## src/rtl/fsm_serial_tx.sv

```systemverilog
// rtl/fsm_serial_tx.sv - serial frame transmitter: preamble, MSB-first data, even parity, idle gap
module fsm_serial_tx #(
    parameter int                 DATA_W  = 8,
    parameter int                 PRE_LEN = 2,
    parameter logic [PRE_LEN-1:0] PRE_PAT = 2'b10,
    parameter int                 GAP_LEN = 1
) (
    input  logic              clk,
    input  logic              rst,
    input  logic [DATA_W-1:0] tx_data,
    input  logic              tx_valid,
    output logic              tx_ready,
    output logic              sout,
    output logic              sout_en,
    output logic              busy,
    output logic              frame_done
);

    localparam int CNT_MAX = (DATA_W > PRE_LEN)
                           ? ((DATA_W > GAP_LEN) ? DATA_W : GAP_LEN)
                           : ((PRE_LEN > GAP_LEN) ? PRE_LEN : GAP_LEN);
    localparam int CNT_W   = $clog2(CNT_MAX + 1);

    typedef enum logic [2:0] {
        S_IDLE,
        S_PRE,
        S_DATA,
        S_PARITY,
        S_GAP
    } state_t;

    state_t              r_state;
    state_t              w_state_n;
    logic [CNT_W-1:0]    r_cnt;
    logic [CNT_W-1:0]    w_cnt_n;
    logic [DATA_W-1:0]   r_shift;
    logic [DATA_W-1:0]   w_shift_n;
    logic                r_parity;
    logic                w_parity_n;
    logic                r_sout;
    logic                w_sout_n;
    logic                r_sout_en;
    logic                w_sout_en_n;
    logic                r_busy;
    logic                w_busy_n;
    logic                r_frame_done;
    logic                w_frame_done_n;
    logic                w_last;
    logic [PRE_LEN-1:0]  w_pre_sel;

    // The counter holds the remaining cycles in the current state minus one.
    assign w_last     = (r_cnt == '0);
    assign tx_ready   = (r_state == S_IDLE) && !rst;
    assign sout       = r_sout;
    assign sout_en    = r_sout_en;
    assign busy       = r_busy;
    assign frame_done = r_frame_done;

    always_comb begin
        w_state_n  = r_state;
        w_cnt_n    = r_cnt;
        w_shift_n  = r_shift;
        w_parity_n = r_parity;

        case (r_state)
            S_IDLE: begin
                if (tx_valid && !rst) begin
                    w_state_n  = S_PRE;
                    w_cnt_n    = CNT_W'(PRE_LEN - 1);
                    w_shift_n  = tx_data;
                    w_parity_n = ^tx_data;
                end
            end
            S_PRE: begin
                if (w_last) begin
                    w_state_n = S_DATA;
                    w_cnt_n   = CNT_W'(DATA_W - 1);
                end else begin
                    w_cnt_n = r_cnt - CNT_W'(1);
                end
            end
            S_DATA: begin
                if (w_last) begin
                    w_state_n = S_PARITY;
                    w_cnt_n   = '0;
                end else begin
                    w_cnt_n   = r_cnt - CNT_W'(1);
                    w_shift_n = r_shift << 1;
                end
            end
            S_PARITY: begin
                if (GAP_LEN > 0) begin
                    w_state_n = S_GAP;
                    w_cnt_n   = CNT_W'(GAP_LEN - 1);
                end else begin
                    w_state_n = S_IDLE;
                    w_cnt_n   = '0;
                end
            end
            S_GAP: begin
                if (w_last) begin
                    w_state_n = S_IDLE;
                end else begin
                    w_cnt_n = r_cnt - CNT_W'(1);
                end
            end
            default: begin
                w_state_n = S_IDLE;
                w_cnt_n   = '0;
            end
        endcase

        // Outputs are decoded from the next state so they appear registered.
        w_pre_sel       = PRE_PAT >> w_cnt_n;
        w_sout_n        = 1'b0;
        w_sout_en_n     = 1'b0;
        w_busy_n        = 1'b0;
        w_frame_done_n  = 1'b0;
        case (w_state_n)
            S_PRE: begin
                w_sout_n    = w_pre_sel[0];
                w_sout_en_n = 1'b1;
                w_busy_n    = 1'b1;
            end
            S_DATA: begin
                w_sout_n    = w_shift_n[DATA_W-1];
                w_sout_en_n = 1'b1;
                w_busy_n    = 1'b1;
            end
            S_PARITY: begin
                w_sout_n       = w_parity_n;
                w_sout_en_n    = 1'b1;
                w_busy_n       = 1'b1;
                w_frame_done_n = 1'b1;
            end
            S_GAP: begin
                w_busy_n = 1'b1;
            end
            default: begin
                w_busy_n = 1'b0;
            end
        endcase
    end

    always_ff @(posedge clk) begin
        if (rst) begin
            r_state      <= S_IDLE;
            r_cnt        <= '0;
            r_shift      <= '0;
            r_parity     <= 1'b0;
            r_sout       <= 1'b0;
            r_sout_en    <= 1'b0;
            r_busy       <= 1'b0;
            r_frame_done <= 1'b0;
        end else begin
            r_state      <= w_state_n;
            r_cnt        <= w_cnt_n;
            r_shift      <= w_shift_n;
            r_parity     <= w_parity_n;
            r_sout       <= w_sout_n;
            r_sout_en    <= w_sout_en_n;
            r_busy       <= w_busy_n;
            r_frame_done <= w_frame_done_n;
        end
    end

endmodule

```

## config.mk

```make
export PLATFORM = sky130hd
export DESIGN_NAME = fsm_serial_tx
export DESIGN_NICKNAME = d
export VERILOG_FILES = /design/src/rtl/fsm_serial_tx.sv
export SDC_FILE = /design/constraint.sdc
export NUM_CORES = 1
export LEC_CHECK = 0
export CELL_PAD_IN_SITES_DETAIL_PLACEMENT = 2
export CELL_PAD_IN_SITES_GLOBAL_PLACEMENT = 2
export CORE_UTILIZATION = 29
export CTS_CLUSTER_DIAMETER = 40
export CTS_CLUSTER_SIZE = 20
export DETAILED_ROUTE_END_ITERATION = 8
export HOLD_SLACK_MARGIN = 0.05
export PLACE_DENSITY_LB_ADDON = 0.1
export SYNTH_ARGS = -nofsm -noshare
export SYNTH_HDL_FRONTEND = slang
export SYNTH_SLANG_ARGS = --single-unit
```

## constraint.sdc

```tcl
create_clock -name clk -period 2 [get_ports clk]
set_input_delay 0.4 -clock clk [delete_from_list [all_inputs] [get_ports clk]]
set_output_delay 0.4 -clock clk [all_outputs]
set_load 0.01 [all_outputs]
```

==> summary.txt <==
CLOCK TREE
----------------------------------------------------------------------------
Clock transition at the registers of the reported paths                80 ps
Clk_lat worst skew                                                    260 ps
Number of clock sinks seen by CTS                                         20
TritonCTS clock tree                                                     yes
Number of buffers created by CTS                                           3
H-tree level count                                                         1
Hold-fix buffers at CTS                                                    0
Maximum clock path buffer count                                            2
Master cell of the clock root buffer                            sky130_fd_sc_hd__clkbuf_8

YOSYS
----------------------------------------------------------------------------
Total of warnings raised by yosys                                          0
Cell area after technology mapping                                 1102 um^2
Synthesis-stage register bit count                                        20
Area fraction in and, or, nand and nor cells after synthesis          21.57%
Adder-cell share of the synthesized area                              3.405%
Area fraction in compound gates after synthesis                       25.88%
Synth async-reset ratio                                                   0%
Cells after synthesis                                                    126
Area share of xor/xnor cells in the synthesized design                7.151%
Post-synthesis net count                                                 140
Sequential area share after synthesis                                 36.32%
Mean cell area of the mapped netlist                              8.748 um^2
Number of synthesized flops with an enable pin                             0
Proportion of synthesized area in mux cells                               0%
Main flop type after synthesis                                  sky130_fd_sc_hd__dfxtp_1
Largest family of logic cells by synthesized area               compound AO/OA/AOI/OAI gates
Number of library cell types mapped by synthesis                          44

GLOBAL ROUTE
----------------------------------------------------------------------------
Vias in the first global route                                          1187
Initial antenna violation count                                            0
All-Layer GR Usage                                                    18.61%
Total grt overflow                                                         0
Maximum number of pins on one net before global-route repair              18
Wire length of the first global-routing pass                        5.754 mm

DIE
----------------------------------------------------------------------------
Ports                                                                     16
Floorplan core area                                                3661 um^2
Die height                                                          63.65 um
Site row count                                                            22
Die Span X                                                          63.65 um
Die area                                                           4051 um^2
Initial core utilization                                              30.11%

WORST SETUP PATH
----------------------------------------------------------------------------
Slack of the worst reg-to-reg path                                     70 ps
Buf+Inv Stages, Crit Path                                                  4
Sort of element at the start of the critical path                   register
Delay-heaviest family, CP                                       compound AO/OA/AOI/OAI gates
CP endpoint kind                                                    register
Setup Crit Path Kind                                            register to register
Biggest fanout along the worst timing path                                 3
Slowest stage cell, crit path                                   sky130_fd_sc_hd__dfxtp_2
Delay of the slowest cell on the worst path                           340 ps
Most frequent cell on the critical path                         sky130_fd_sc_hd__inv_2
Cells traversed along the worst timing path                     inv_2, ha_4, nor3b_4, inv_2, buf_6, ha_1, inv_1, a22oi_2, a21oi_2, o2111ai_2, o41ai_2
Arrival time worst endpoint                                          2090 ps
Required time of the critical path                                   2170 ps

PLACEMENT
----------------------------------------------------------------------------
Count of placed standard cells including taps                            199
Sum of net half-perimeters after detailed placement                 2.627 mm
Number of I/O port buffers                                                15
Global placer's final weighted congestion                             0.8131
Placed Area                                                        1396 um^2

CELLS AND AREA
----------------------------------------------------------------------------
Total area of multi-input combinational cells                     693.2 um^2
Antenna fix cells                                                          0
P&R area growth vs syn                                                36.32%
Fillers                                                                  422
Most common library cell in the layout ignoring fill and taps   sky130_fd_sc_hd__dfxtp_1
Combined flip-flop and latch cell area                            401.6 um^2
Fraction of layout cells with a size suffix above 1                   25.81%
Fin nets                                                                 171
Final std cells w/o fill                                                 203
Most frequent cells in the layout                               sky130_fd_sc_hd__dfxtp_1 (19), sky130_fd_sc_hd__buf_4 (16), sky130_fd_sc_hd__clkdlybuf4s50_1 (14)
Final instance area                                                1503 um^2

HOLD PATH
----------------------------------------------------------------------------
Worst hold path class                                           register to register

ROUTE
----------------------------------------------------------------------------
Routed via count divided by cell count                                 5.281
Vias                                                                    1072
DRT iter0 DRCs                                                            47
Detailed-route DRC error count                                             0
Number of iterations in the first detailed-routing pass                    4
Total wirelength of the detailed-routed design                      3.575 mm
DR WL/cell                                                          17.61 um
Post-route ant nets                                                        0

POWER
----------------------------------------------------------------------------
Highest ir drop seen on vdd                                      0.0004485 V
Power density cells                                             1474 nW/um^2
Leak pwr                                                           0.5636 nW

TIMING
----------------------------------------------------------------------------
Final setup violation count                                                0
Max-slew violation count                                                   0
Final worst-path cycle share                                          96.32%
Minimum clock period                                                 1926 ps
Tightest slew margin relative to the limit                            72.42%
Least-Margin Pin Slew                                               410.2 ps
Achievable frequency                                               519.1 MHz
Fin. Hold Viols                                                            0
Clock Skew                                                          6.173 ps

STATUS
----------------------------------------------------------------------------
Outcome                                                            completed

RUN
----------------------------------------------------------------------------
Max-cap violation count                                                    0

[tightest hold or removal path, cell delays in order (launching register included)]
cell                      delay [ps]
sky130_fd_sc_hd__dfxtp_1         310
sky130_fd_sc_hd__nand2_1          50
sky130_fd_sc_hd__a21oi_1          50
[path summary, 6_finish.rpt]
path	to	startpoint	depth (start not counted)
setup / recovery	sout	r_cnt[1]	11
hold / removal	r_shift[5]	r_shift[5]	2
setup reg to reg	sout	r_cnt[1]	11
hold reg to reg	r_shift[5]	r_shift[5]	2
[timing repair]
action	4_1_cts	5_1_grt
buffers inserted	0	1
gates resized for setup	3	11
gates cloned	0	0
endpoints found under the setup margin	2	2
pin swaps	0	4
[where the power goes]
| part | total [W] | switching, W | internal (W) | leakage [nW] |
|---|---|---|---|---|
| clock | 0.000268 | 0.000134 | 0.000134 | 0.0216 |
| combinational | 0.00139 | 0.000758 | 0.000631 | 0.378 |
| sequential | 0.000558 | 0.0000654 | 0.000492 | 0.164 |
[Yosys cell counts (2+ instances only)]
cell | instances | area, um^2
sky130_fd_sc_hd__xor2_1 | 2 | 17.52
sky130_fd_sc_hd__a22oi_1 | 8 | 60.06
sky130_fd_sc_hd__a211oi_1 | 2 | 15.01
sky130_fd_sc_hd__buf_2 | 2 | 10.01
sky130_fd_sc_hd__xnor2_1 | 7 | 61.31
sky130_fd_sc_hd__nor2_1 | 9 | 33.78
sky130_fd_sc_hd__inv_1 | 5 | 18.77
sky130_fd_sc_hd__a21oi_2 | 2 | 17.52
sky130_fd_sc_hd__inv_2 | 2 | 7.510
sky130_fd_sc_hd__dfxtp_1 | 20 | 400.4
sky130_fd_sc_hd__o21ai_0 | 2 | 10.01
sky130_fd_sc_hd__nor2b_1 | 5 | 31.28
sky130_fd_sc_hd__ha_1 | 3 | 37.54
sky130_fd_sc_hd__o22ai_1 | 2 | 12.51
sky130_fd_sc_hd__nand3_1 | 3 | 15.01
sky130_fd_sc_hd__nor4_1 | 3 | 18.77
sky130_fd_sc_hd__a21oi_1 | 11 | 55.05
sky130_fd_sc_hd__nand2_1 | 9 | 33.78
sky130_fd_sc_hd__nor3_1 | 4 | 20.02
[metal layers]
metal  routed length (um)  GRT usage, %  up-vias
li1                     -             -      520
met1                 1732         23.74      538
met3                   62         3.804        4
met2                 1735         30.59       10
met5                    0             0        -
met4                   44         6.818        0
[logic make-up after synthesis]
| family | Yosys count |
|---|---|
| xor gates and xnor gates | 9 |
| buffers and inverters | 13 |
| DFF | 20 |
| and+or+nand+nor | 42 |
| adders and majority gates | 3 |
| AOI/OAI and AO/OA | 39 |
[through the flow]
stage / power, W / worst slack [ps] / hold WS [ps] / setup TNS [ps] / util, %
5_1_grt: 0.002385 / -20.22 / 492.7 / -20.22 / 41.05
6_report: 0.002215 / 73.53 / 463.2 / 0 / 41.05
3_5_place_dp: 0.001790 / -47.74 / 456.6 / -74.49 / 38.14
4_1_cts: 0.002084 / 2.274 / 467.1 / 0 / 39.47
2_1_floorplan: 0.001297 / 21.35 / 432.3 / 0 / -
3_3_place_gp: 0.001739 / -0.8535 / 445.0 / -0.8535 / 38.14
[final cells by class]
| type | instances | area share, % |
|---|---|---|
| multi-input cells | 93 | 46.13 |
| flip-flops and latches | 20 | 26.73 |
| repair buffers | 32 | 18.65 |
| well taps | 48 | 3.997 |
| clock buffers | 3 | 2.748 |
| inverters | 7 | 1.749 |
[state kept, by name, summed over array words and instances (netlist names)]
| register | cells |
|---|---|
| r_shift | 8 |
| r_cnt | 4 |
| r_state | 3 |
| busy | 1 |
| frame_done | 1 |
| r_parity | 1 |
| sout | 1 |
| sout_en | 1 |
No activity file was read; power rests on OpenSTA's default activity.
